## src/rtl/psub_pkg.sv

```systemverilog
`default_nettype none
// ---------------------------------------------------------------------------
// Module : psub_pkg
// Brief  : Shared defaults and pipeline stage record for psubtractor.
// Rev    : 1.0  initial release
// ---------------------------------------------------------------------------
package psub_pkg;

  localparam int PSUB_WIDTH = 32;
  localparam int PSUB_SLICE = 8;

  // One pipeline stage. diff holds the slices resolved so far (upper bits
  // still zero); a/b keep the full operands so the last stage can form V.
  // chain is the borrow in subtract mode and the carry in add mode, so that
  // it can be presented directly as BO. sub is tied to 1 when the add mode
  // is not built.
  typedef struct packed {
    logic                  valid;
    logic                  chain;
    logic                  sub;
    logic [PSUB_WIDTH-1:0] diff;
    logic [PSUB_WIDTH-1:0] a;
    logic [PSUB_WIDTH-1:0] b;
  } stage_t;

endpackage
`default_nettype wire

```

## src/rtl/rcs_slice.sv

```systemverilog
`default_nettype none
// ---------------------------------------------------------------------------
// Module : rcs_slice
// Brief  : SLICE-bit combinational ripple-borrow subtractor, d = a - b - bin.
// Rev    : 1.0  initial release
// ---------------------------------------------------------------------------
module rcs_slice #(
  parameter int SLICE = 8
) (
  input  logic [SLICE-1:0] a,
  input  logic [SLICE-1:0] b,
  input  logic             bin,
  output logic [SLICE-1:0] d,
  output logic             bout
);

  logic [SLICE:0] w_sum;

  // a + ~b + ~bin equals a - b - bin + 2^SLICE; a missing carry means a borrow.
  assign w_sum = {1'b0, a} + {1'b0, ~b} + {{SLICE{1'b0}}, ~bin};
  assign d     = w_sum[SLICE-1:0];
  assign bout  = ~w_sum[SLICE];

endmodule
`default_nettype wire

```

## src/rtl/psubtractor.sv

```systemverilog
`default_nettype none
// ---------------------------------------------------------------------------
// Module : psubtractor
// Brief  : Pipelined WIDTH-bit subtractor D = A - B - BI, one SLICE-bit
//          ripple-borrow slice per stage, with valid/ready handshake.
//          Optional macro PSUBTRACTOR_ADD_MODE_EN adds a Sub port; Sub=0
//          selects D = A + B + BI with BO as carry-out.
//          WIDTH must equal psub_pkg::PSUB_WIDTH and be a multiple of SLICE.
// Rev    : 1.0  initial release
// ---------------------------------------------------------------------------
module psubtractor
  import psub_pkg::*;
#(
  parameter int WIDTH = PSUB_WIDTH,
  parameter int SLICE = PSUB_SLICE
) (
  input  logic             Clock,
  input  logic             Reset_n,
  input  logic [WIDTH-1:0] A,
  input  logic [WIDTH-1:0] B,
  input  logic             BI,
  input  logic             In_Valid,
  output logic             In_Ready,
  output logic [WIDTH-1:0] D,
  output logic             BO,
  output logic             V,
  output logic             Out_Valid,
`ifdef PSUBTRACTOR_ADD_MODE_EN
  input  logic             Sub,
`endif
  input  logic             Out_Ready
);

  localparam int STAGES = WIDTH / SLICE;
  localparam int LAST   = STAGES - 1;

  logic   w_adv;
  logic   w_sub_in;
  stage_t w_in_stage;
  stage_t w_pipe [STAGES];
  stage_t w_last;

`ifdef PSUBTRACTOR_ADD_MODE_EN
  assign w_sub_in = Sub;
`else
  assign w_sub_in = 1'b1;
`endif

  // The whole pipeline moves as one unless a result is waiting unconsumed.
  assign w_adv    = ~w_last.valid | Out_Ready;
  assign In_Ready = w_adv & Reset_n;

  // Pack the incoming operand as the stage-0 source; no slices resolved yet.
  always_comb begin
    w_in_stage       = '0;
    w_in_stage.valid = In_Valid;
    w_in_stage.chain = BI;
    w_in_stage.sub   = w_sub_in;
    w_in_stage.a     = A;
    w_in_stage.b     = B;
  end

  for (genvar k = 0; k < STAGES; k++) begin : g_stage
    stage_t           src_w;
    stage_t           stage_d;
    stage_t           stage_q;
    logic [SLICE-1:0] b_eff_w;
    logic [SLICE-1:0] d_slice_w;
    logic             bin_w;
    logic             bout_w;

    if (k == 0) begin : g_head
      assign src_w = w_in_stage;
    end else begin : g_body
      assign src_w = w_pipe[k-1];
    end

    // Add mode reuses the borrow slice: a - ~b - ~carry == a + b + carry.
    assign b_eff_w = src_w.sub ? src_w.b[k*SLICE +: SLICE] : ~src_w.b[k*SLICE +: SLICE];
    assign bin_w   = src_w.sub ? src_w.chain : ~src_w.chain;

    rcs_slice #(
      .SLICE (SLICE)
    ) u_slice (
      .a    (src_w.a[k*SLICE +: SLICE]),
      .b    (b_eff_w),
      .bin  (bin_w),
      .d    (d_slice_w),
      .bout (bout_w)
    );

    // Next stage contents: hold on stall, otherwise take the source plus this slice.
    always_comb begin
      stage_d = stage_q;
      if (w_adv) begin
        stage_d                         = src_w;
        stage_d.diff[k*SLICE +: SLICE]  = d_slice_w;
        stage_d.chain                   = src_w.sub ? bout_w : ~bout_w;
      end
    end

    // Stage register; reset discards anything in flight.
    always_ff @(posedge Clock) begin
      if (!Reset_n) begin
        stage_q <= '0;
      end else begin
        stage_q <= stage_d;
      end
    end

    assign w_pipe[k] = stage_q;
  end

  assign w_last    = w_pipe[LAST];
  assign D         = w_last.diff;
  assign BO        = w_last.chain;
  assign Out_Valid = w_last.valid;

  // Signed overflow: operand sign relation depends on add vs subtract.
  always_comb begin
    V = 1'b0;
    if (w_last.sub) begin
      V = (w_last.a[WIDTH-1] ^ w_last.b[WIDTH-1]) & (w_last.diff[WIDTH-1] ^ w_last.a[WIDTH-1]);
    end else begin
      V = ~(w_last.a[WIDTH-1] ^ w_last.b[WIDTH-1]) & (w_last.diff[WIDTH-1] ^ w_last.a[WIDTH-1]);
    end
  end

endmodule
`default_nettype wire

```

## config.mk

```make
export PLATFORM = sky130hd
export DESIGN_NAME = psubtractor
export DESIGN_NICKNAME = d
export VERILOG_FILES = /design/src/rtl/psub_pkg.sv /design/src/rtl/rcs_slice.sv /design/src/rtl/psubtractor.sv
export SDC_FILE = /design/constraint.sdc
export NUM_CORES = 1
export LEC_CHECK = 0
export ABC_CLOCK_PERIOD_IN_PS = 2700
export BUFFER_PORTS_ARGS = -buffer_cell sky130_fd_sc_hd__buf_4
export CORE_UTILIZATION = 35
export CTS_BUF_LIST = sky130_fd_sc_hd__clkbuf_4 sky130_fd_sc_hd__clkbuf_8 sky130_fd_sc_hd__clkbuf_16
export DETAILED_ROUTE_END_ITERATION = 8
export PLACE_DENSITY_LB_ADDON = 0.3
export SYNTH_ARGS = -nofsm -noshare
export SYNTH_HDL_FRONTEND = slang
export SYNTH_SLANG_ARGS = --single-unit
```

## constraint.sdc

```tcl
create_clock -name Clock -period 2.7 [get_ports Clock]
set_input_delay 0.27 -clock Clock [delete_from_list [all_inputs] [get_ports Clock]]
set_output_delay 0.27 -clock Clock [all_outputs]
set_load 0.01 [all_outputs]
```

Word-level counts from Yosys, hierarchy flattened
Cells that the tools add are included.

storage, ports and cells
  register bits after elaboration = 348
  bits of input ports = 69
  output and inout port bits = 36
  word-level logic and storage cells = 68

operators by class
  add/subtract/negate cells = 8
  muxes and demuxes = 10
  bitwise gates (word level) = 26

operators by type and width
  operator       count
  $not A8 Y8     7
  $add A8 B8 Y9  4
  $add A9 B1 Y9  4
  $mux W8        3
  $not A1 Y1     13
  $mux W1        7
  $and A1 B1 Y1  3
  $xor A1 B1 Y1  2
  $or A1 B1 Y1   1

Longest topological paths before layout
Gate-level depths: netlist of run 1.

  depth in word-level cells = 7
  depth in mapped cells = 10
  depth with buffers taken out = 9

Hierarchy
From an unflattened synthesis of run 1, not the netlist that was laid out.

second synthesis, totals
  cells, all modules = 1061
  area total of the unflattened synthesis = 8843.5 um^2

by module, submodules not included
  module       instances  cells an instance  area each (um^2)  seq. area each (um^2)
  psubtractor  1          889                7527.2            3803.6
  rcs_slice    4          43                 329.1             0.0

Worst setup path after synthesis of run 1
No wires, ideal clock.

  kind = reg-to-reg
  start = register g_stage[1].stage_q[96] (netlist bit)
  end = register g_stage[2].stage_q[86] (netlist bit)
  library setup time = 124 ps
  arrival = 2215 ps
  data required time = 2576 ps
  setup slack = 362 ps
  stages on the path, launching flop included = 10
  buffers on the path = 1
  clock period less this slack = 2338 ps
  cells stage by stage = dfxtp_1 buf_2 xnor2_1 fa_1 fa_1 nand2b_1 a21oi_1 o21ai_0 mux2i_1 nand3_1

on the way
  cells in the longest elaborated chain, start to end = 4
  elaborated cells on any way between the ends = 6
  those cells by class = add/sub: 2; mux: 2; bitwise: 2

RTL lines
  element                 RTL line            text
  start, declared         psubtractor.sv:66   stage_t stage_q;
  start signal, assigned  psubtractor.sv:107  stage_q <= stage_d;
  $mux W8                 psubtractor.sv:79   assign b_eff_w = src_w.sub ? src_w.b[k*SLICE +: SLICE] : ~src_w.b[k*SLICE +: SLICE];
  $not A8 Y8              rcs_slice.sv:20     assign w_sum = {1'b0, a} + {1'b0, ~b} + {{SLICE{1'b0}}, ~bin};
  $add A8 B8 Y9           rcs_slice.sv:20
  $add A9 B1 Y9 (*)       rcs_slice.sv:20
  end signal, assigned    psubtractor.sv:107
  end, declared           psubtractor.sv:66

Mark *: on every way between the ends. The rest lies on a longest branch, timed or not.
A chain may end at the register's enable or synchronous reset.

Worst setup path after layout of run 1
  start = register g_stage[2].stage_q[96] (netlist bit)
  end = register g_stage[3].stage_q (netlist bit D[30])

on the way
  cells in the longest elaborated chain, start to end = 4
  elaborated cells on any way between the ends = 6
  those cells by class = add/sub: 2; mux: 2; bitwise: 2

RTL lines
  element               RTL line
  $mux W8               psubtractor.sv:79
  $not A8 Y8            rcs_slice.sv:20
  $add A8 B8 Y9         rcs_slice.sv:20
  $add A9 B1 Y9 (*)     rcs_slice.sv:20
  end signal, assigned  psubtractor.sv:107
  end, declared         psubtractor.sv:66

Marks and branches as above.

==> results of run 1 <==
[cell families after synthesis]
group                    after synthesis
AND/OR/NAND/NOR                      447
AO/OA/AOI/OAI                        240
flip-flops                           190
buffers and inverters                123
adder cells (fa/ha/maj)               36
XOR/XNOR                              32
multiplexers                          10
[worst paths after layout]
check | end | cells past startpoint
setup / recovery | D[30]$_SDFFE_PN0N_ | 8
hold / removal | g_stage[0].stage_q[20]$_SDFFE_PN0N_ | 3
setup reg to reg | D[30]$_SDFFE_PN0N_ | 8
hold reg to reg | g_stage[2].stage_q[73]$_SDFFE_PN0N_ | 2
[cell usage in the layout (no fill, tap or decap), types with 2 or more instances in the layout]
cell type | synthesis | final
sky130_fd_sc_hd__ha_1 | 28 | 28
sky130_fd_sc_hd__buf_12 | 0 | 5
sky130_fd_sc_hd__nor2_1 | 42 | 42
sky130_fd_sc_hd__nor2b_1 | 6 | 6
sky130_fd_sc_hd__o21ai_0 | 25 | 25
sky130_fd_sc_hd__xnor2_1 | 8 | 8
sky130_fd_sc_hd__inv_6 | 0 | 3
sky130_fd_sc_hd__clkbuf_4 | 0 | 2
sky130_fd_sc_hd__o41ai_1 | 2 | 2
sky130_fd_sc_hd__nand3_1 | 26 | 26
sky130_fd_sc_hd__fa_1 | 8 | 8
sky130_fd_sc_hd__o21ai_1 | 4 | 4
sky130_fd_sc_hd__nor3_1 | 12 | 12
sky130_fd_sc_hd__nand4b_1 | 8 | 8
sky130_fd_sc_hd__nand2_1 | 323 | 323
sky130_fd_sc_hd__buf_4 | 33 | 112
sky130_fd_sc_hd__nand2b_1 | 12 | 11
sky130_fd_sc_hd__a211oi_1 | 15 | 15
sky130_fd_sc_hd__o31a_1 | 4 | 4
sky130_fd_sc_hd__and3_1 | 3 | 3
sky130_fd_sc_hd__o21a_1 | 4 | 4
sky130_fd_sc_hd__nor4b_1 | 7 | 7
sky130_fd_sc_hd__clkinvlp_4 | 0 | 4
sky130_fd_sc_hd__nand4_1 | 2 | 2
sky130_fd_sc_hd__mux2i_1 | 10 | 10
sky130_fd_sc_hd__o22ai_1 | 2 | 2
sky130_fd_sc_hd__a21oi_1 | 174 | 174
sky130_fd_sc_hd__xor2_1 | 24 | 24
sky130_fd_sc_hd__clkbuf_8 | 5 | 2
sky130_fd_sc_hd__o211ai_1 | 5 | 5
sky130_fd_sc_hd__dfxtp_1 | 190 | 190
sky130_fd_sc_hd__inv_8 | 0 | 4
sky130_fd_sc_hd__clkbuf_16 | 0 | 17
sky130_fd_sc_hd__inv_1 | 20 | 19
[routing by layer]
layer,vias up,track usage,part of all wire
li1,3609,-,-
met1,3164,0.231,0.52
met2,137,0.226,0.42
met3,19,0.0293,0.041
met4,0,0.0508,0.012
met5,-,0,0
[metrics by stage]
| step | worst slack [ns] | utilization |
|---|---|---|
| after global placement | 0.396 | 0.384 |
| after global routing | 0.0889 | 0.409 |
| after CTS | 0.298 | 0.409 |
| after detailed placement | 0.340 | 0.384 |
| after floorplan | 0.362 | - |
| final | 0.290 | 0.409 |
[critical path: cells and delay by family (launching register included)]
family | cells | cell delay [ns]
simple gates | 2 | 0.26
mux | 1 | 0.17
fa+ha+maj | 2 | 0.88
compound gates | 2 | 0.37
xor+xnor | 1 | 0.14
flops | 1 | 0.47
[cell type report]
cell class | count | area [um2] | area share
clock buffers | 21 | 468 | 0.0472
clock inverters | 11 | 123 | 0.0124
inverters | 20 | 80.1 | 0.00808
multi-input cells | 765 | 4090 | 0.413
flip-flops and latches | 190 | 3800 | 0.384
well taps | 324 | 405 | 0.0409
repair buffers | 117 | 941 | 0.0949
[sequential cells by signal, summed over array words and instances (netlist names)]
register and count:
g_stage.stage_q 156, D 32, BO 1, Out_Valid 1
[where the power goes]
| group | internal [W] | switching, W |
|---|---|---|
| combinational | 0.000379 | 0.000428 |
| clock | 0.00137 | 0.00113 |
| sequential | 0.00299 | 0.000108 |
==> flow_metrics.py, run 1 <==
metrics = {
    "timing": {
        "timing.final.crit_share": 0.893,
        "final_critical_path_required_period_ns": 2.41,
        "hold_violations": 0,
        "slew_violations": 0,
        "maxClockFrequency_ghz": 0.415,
        "rsz_0062_raised_after_global_routing": "no",
        "maxSlewHeadroom": 0.446,
        "fin_worst_hold_slack_ns": 0.0865,
        "max_slew.worst_pin.slew_ns": 0.831,
        "fin_skew_ns": 0.00915,
        "timing.final.setup_violations": 0,
        "setup_total_negative_slack_ns": 0,
    },
    "critical_path": {
        "setup.worst_path.start_class": "flop",
        "regToRegStartpoint": "g_stage[2].stage_q[96]$_SDFFE_PN0N_",
        "path_max_fanout": 6,
        "cp_data_required_time_ns": 3.01,
        "cp_slowest_cell": "sky130_fd_sc_hd__dfxtp_1",
        "regToRegSetupSlack_ns": 0.29,
        "crit_chain": "xnor2_1 -> fa_1 -> fa_1 -> nand2b_1 -> a21oi_1 -> o21ai_0 -> mux2i_1 -> nand3_1",
        "crit_path_max_incr_delay_ns": 0.47,
        "timing.critical_path.arrival_ns": 2.72,
        "worst_setup_path_class": "flop to flop",
        "worst_path_most_repeated_cell": "sky130_fd_sc_hd__fa_1",
        "critPathCaptureType": "flop",
        "cp-startpoint": "g_stage[2].stage_q[96]$_SDFFE_PN0N_",
    },
    "synth": {
        "post_synth_fa_ha_maj_area_fraction": 0.0593,
        "synth-warning-count": 0,
        "netlist_top_cells_area": "sky130_fd_sc_hd__dfxtp_1 44%, sky130_fd_sc_hd__nand2_1 14%, sky130_fd_sc_hd__a21oi_1 10%",
        "synth_ff_type": "sky130_fd_sc_hd__dfxtp_1",
        "synth_top_area_cell": "sky130_fd_sc_hd__dfxtp_1",
        "synth.ff_latch_count": 190,
        "synthArstFlopShare": 0,
        "muxShareOfSynthArea": 0.0116,
        "yosysSeqAreaShare": 0.442,
        "synthXorXnorAreaFrac": 0.0326,
        "synth_top_family_by_area": "simple AND/OR/NAND/NOR gates",
        "synth_compound_area_frac": 0.152,
        "synth_enable_flop_cells": 0,
        "netlist.area_leader.share": 0.442,
        "syn_area_per_cell_um2": 7.99,
        "syn-num-nets": 1183,
        "post_synth_instance_area_um2": 8610,
        "postSynthCellCount": 1078,
        "ys_types": 43,
        "netlist_top_cells_count": "323 x sky130_fd_sc_hd__nand2_1, 190 x sky130_fd_sc_hd__dfxtp_1, 174 x sky130_fd_sc_hd__a21oi_1, 56 x sky130_fd_sc_hd__buf_2, 42 x sky130_fd_sc_hd__nor2_1",
        "yosys.cell_count.top_type": "sky130_fd_sc_hd__nand2_1",
        "synth_simple_gate_area_share": 0.219,
    },
    "route": {
        "tritonroute_pass_1_iters": 5,
        "post_drt_via_cell_ratio": 4.79,
        "first_iter_violations": 382,
        "detail_route.drc_violations": 0,
        "route.final.wire_length_mm": 19.4,
        "antenna_violating_nets_post_route": 0,
        "dr_total_vias": 6929,
        "wl_per_cell_um": 13.4,
    },
    "final_layout": {
        "final_stage_net_count": 1216,
        "post_route_cells_drive_above_1_share": 0.140,
        "filler_cell_count": 2583,
        "antenna_cells": 0,
        "syn2layout_area_growth_pct": 15.1,
        "final_cell_area_um2": 9910,
        "final-instance-count-excl-fill": 1448,
    },
    "place": {
        "gp_congestion": 0.837,
        "dpl.cell_count": 1416,
        "postPlaceCellArea_um2": 9320,
        "port_buffers": 104,
        "final_hpwl_dp_mm": 13.1,
    },
    "floorplan": {
        "die_height_um": 159,
        "fp.dieW_um": 159,
        "floorplan.core_area_um2": 24200,
        "initial_core_util": 0.355,
        "placement_rows": 57,
        "fp.dieArea_um2": 25200,
        "num_io_pins": 105,
    },
    "global_routing": {
        "first_global_vias": 6397,
        "grt_max_degree": 109,
        "groute.usage.overall": 0.156,
        "grt_overflow": 0,
        "antenna_found_initial": 0,
        "grt_first_pass_wirelength_mm": 32.4,
    },
    "cts": {
        "clock_root_buffer_master": "sky130_fd_sc_hd__clkbuf_16",
        "clk_path_buf_depth": 2,
        "cts-buffers-inserted": 17,
        "post_cts_resize_count": 0,
        "tritoncts": "done",
        "h-tree-depth": 4,
        "post_cts_hold_buffer_count": 0,
        "number_of_clock_sinks_seen_by_cts": 190,
        "postCtsSetupRepairBufs": 0,
        "clock_latency_ns": 0.43,
        "clk_pin_slew_worst_setup_hold_paths_ns": 0.07,
    },
    "worst_hold_path": {
        "worst_hold_path_type": "primary input to flop",
        "timing.hold.worst.start": "B[20]",
    },
    "power": {
        "irDropWorstVdd_uv": 345,
        "power_density_nw_per_um2": 647,
        "p_leak_nw": 4.14,
        "total_power_w": 0.00641,
    },
    "run_status": {
        "status": "finished, final reports clean",
    },
    "run": {
        "max_cap_viol_count": 0,
    },
}
(Power assumes the default switching activity.)
==> run 2: changes to the inputs <==
--- a/config.mk
+++ b/config.mk
@@ -5,12 +5,14 @@
 export SDC_FILE = /design/constraint.sdc
 export NUM_CORES = 1
 export LEC_CHECK = 0
-export ABC_CLOCK_PERIOD_IN_PS = 2700
+export ABC_CLOCK_PERIOD_IN_PS = 2450
 export BUFFER_PORTS_ARGS = -buffer_cell sky130_fd_sc_hd__buf_4
 export CORE_UTILIZATION = 35
 export CTS_BUF_LIST = sky130_fd_sc_hd__clkbuf_4 sky130_fd_sc_hd__clkbuf_8 sky130_fd_sc_hd__clkbuf_16
 export DETAILED_ROUTE_END_ITERATION = 8
+export HOLD_SLACK_MARGIN = 0.15
 export PLACE_DENSITY_LB_ADDON = 0.3
+export SETUP_SLACK_MARGIN = 0.5
 export SYNTH_ARGS = -nofsm -noshare
 export SYNTH_HDL_FRONTEND = slang
 export SYNTH_SLANG_ARGS = --single-unit
==> constraint.sdc (replaced) <==
create_clock -name Clock -period 2.45 [get_ports Clock]
set_input_delay 0.245 -clock Clock [delete_from_list [all_inputs] [get_ports Clock]]
set_output_delay 0.245 -clock Clock [all_outputs]
set_load 0.01 [all_outputs]
==> flow_metrics.py, run 2 (synthesis results as in run 1) <==
metrics = {
    "run_status": {
        "status": "finished, final reports clean",
    },
    "timing": {
        "setup_total_negative_slack_ns": 0,
        "fin_skew_ns": 0.00865,
        "final_critical_path_required_period_ns": 2.08,
        "fin_worst_hold_slack_ns": 0.198,
        "timing.final.setup_violations": 0,
        "rsz_0062_raised_after_global_routing": "yes",
        "slew_violations": 0,
        "maxSlewHeadroom": 0.581,
        "maxClockFrequency_ghz": 0.480,
        "hold_violations": 0,
        "max_slew.worst_pin.slew_ns": 0.629,
        "timing.final.crit_share": 0.851,
    },
    "floorplan": {
        "placement_rows": 57,
        "num_io_pins": 105,
        "initial_core_util": 0.355,
        "fp.dieArea_um2": 25200,
        "die_height_um": 159,
        "floorplan.core_area_um2": 24200,
        "fp.dieW_um": 159,
    },
    "global_routing": {
        "groute.usage.overall": 0.160,
        "grt_max_degree": 82,
        "antenna_found_initial": 0,
        "first_global_vias": 6611,
        "grt_overflow": 0,
        "grt_first_pass_wirelength_mm": 33.2,
    },
    "route": {
        "route.final.wire_length_mm": 20.3,
        "wl_per_cell_um": 13.3,
        "wl_met3_um": 740,
        "detail_route.drc_violations": 0,
        "tritonroute_pass_1_iters": 4,
        "drt-met1-wl_mm": 10.4,
        "first_iter_violations": 427,
        "detailroute.wirelength.met2_mm": 8.80,
        "topRoutingLayerUsed": "met4",
        "antenna_violating_nets_post_route": 0,
        "post_drt_via_cell_ratio": 4.76,
        "dr_total_vias": 7253,
    },
    "critical_path": {
        "timing.critical_path.arrival_ns": 2.40,
        "critPathCaptureType": "flop",
        "setup.worst_path.start_class": "flop",
        "worst_setup_path_class": "flop to flop",
        "cp-startpoint": "g_stage[1].stage_q[96]$_SDFFE_PN0N_",
        "crit_family": "compound AO/OA/AOI/OAI gates",
        "crit_path_max_incr_delay_ns": 0.38,
        "regToRegStartpoint": "g_stage[1].stage_q[96]$_SDFFE_PN0N_",
        "cp_num_buf_inv": 2,
        "path_max_fanout": 6,
        "crit_chain": "buf_4 -> buf_6 -> xor2_1 -> ha_1 -> o21ai_1 -> a21oi_4 -> o41ai_2 -> mux2i_1 -> nand3_1",
        "cp_data_required_time_ns": 2.76,
        "cp_slowest_cell": "sky130_fd_sc_hd__dfxtp_4",
    },
    "power": {
        "power_density_nw_per_um2": 671,
        "p_leak_nw": 4.60,
        "irDropWorstVdd_uv": 392,
    },
    "final_layout": {
        "filler_cell_count": 2451,
        "final_common_cell": "sky130_fd_sc_hd__nand2_1",
        "largest_register_ff_count": 156,
        "layout_common_cells": "323 x sky130_fd_sc_hd__nand2_1, 186 x sky130_fd_sc_hd__dfxtp_1, 168 x sky130_fd_sc_hd__a21oi_1",
        "final_stage_net_count": 1293,
        "post_route_cells_drive_above_1_share": 0.195,
        "antenna_cells": 0,
        "finalCoreUtilization": 0.455,
        "max_flop_register": "g_stage.stage_q",
        "final-instance-count-excl-fill": 1525,
        "syn2layout_area_growth_pct": 28.1,
    },
    "cts": {
        "tritoncts": "done",
        "clk_pin_slew_worst_setup_hold_paths_ns": 0.07,
        "clock_latency_ns": 0.43,
        "clock_root_buffer_master": "sky130_fd_sc_hd__clkbuf_16",
        "h-tree-depth": 4,
        "cts-buffers-inserted": 17,
        "number_of_clock_sinks_seen_by_cts": 190,
        "clk_path_buf_depth": 2,
    },
    "run": {
        "max_cap_viol_count": 0,
    },
    "place": {
        "gp_congestion": 0.818,
        "port_buffers": 104,
        "final_hpwl_dp_mm": 13.2,
        "dpl.cell_count": 1421,
    },
    "worst_hold_path": {
        "worst_hold_path_type": "primary input to flop",
        "timing.hold.worst.start": "B[1]",
    },
}
==> run 2: cell count changes in the layout (fill, tap and decap cells not counted), moves of 6 or more <==
cell / delta
sky130_fd_sc_hd__xnor2_1: -6
sky130_fd_sc_hd__fa_2: +7
sky130_fd_sc_hd__fa_1: -7
sky130_fd_sc_hd__buf_4: +21
sky130_fd_sc_hd__dlygate4sd3_1: +50
sky130_fd_sc_hd__o21ai_0: -10
sky130_fd_sc_hd__a21oi_1: -6
==> run 2: where the power goes <==
group,switching [W],internal [W],leakage (nW)
Combinational,0.000535,0.000569,2.73
Clock,0.00130,0.00157,0.307
Sequential,0.000129,0.00329,1.57
Total,0.00197,0.00543,4.60
==> run 2: final timing paths <==
check	end	slack [ns]	cells after the start
hold / removal	g_stage[0].stage_q[65]$_SDFFE_PN0N_	0.20	3
setup reg to reg	g_stage[2].stage_q[97]$_SDFFE_PN0N_	0.37	9
hold reg to reg	D[16]$_SDFFE_PN0N_	0.45	2
setup / recovery	g_stage[2].stage_q[97]$_SDFFE_PN0N_	0.37	9
==> run 2: area by class of cell <==
type                       count  area (um2)  area share
tap                          324         405      0.0368
multi-input combinational    766        4430       0.402
timing repair buffer         193        1670       0.152
inverter                      20        80.1     0.00726
clock buffer                  17         425      0.0386
clock inverter                15         193      0.0175
sequential                   190        3820       0.346
==> run 2: metal layers <==
metal / global-route usage / up-vias
li1: - / 3773
met1: 0.234 / 3329
met2: 0.234 / 131
met3: 0.0295 / 20
met4: 0.0547 / 0
met5: 0 / -
==> run 2: tightest hold or removal path, delay by kind of cell <==
kind            cells  cell delay, ns
compound gates      1            0.06
buf+inv             1            0.10
fa+ha+maj           1            0.18
==> run 2: repair_timing <==
item / in CTS / in global routing
endpoints found under the setup margin: 19 / 19
pin swaps: 9 / 22
buffers inserted: 9 / 12
hold buffers: 50 / 0
endpoints found under the hold margin: 50 / 0
cloned: 0 / 1
resized for setup: 20 / 33
==> run 2: per-stage QoR <==
step           cell area [um2]  worst slack (ns)  power, W
6_report                 11000             0.365   0.00740
5_1_grt                  11000             0.251   0.00775
4_1_cts                  10800             0.372   0.00740
3_5_place_dp              9490             0.231   0.00441
3_3_place_gp              9490             0.293   0.00439
2_1_floorplan             8750             0.402   0.00412
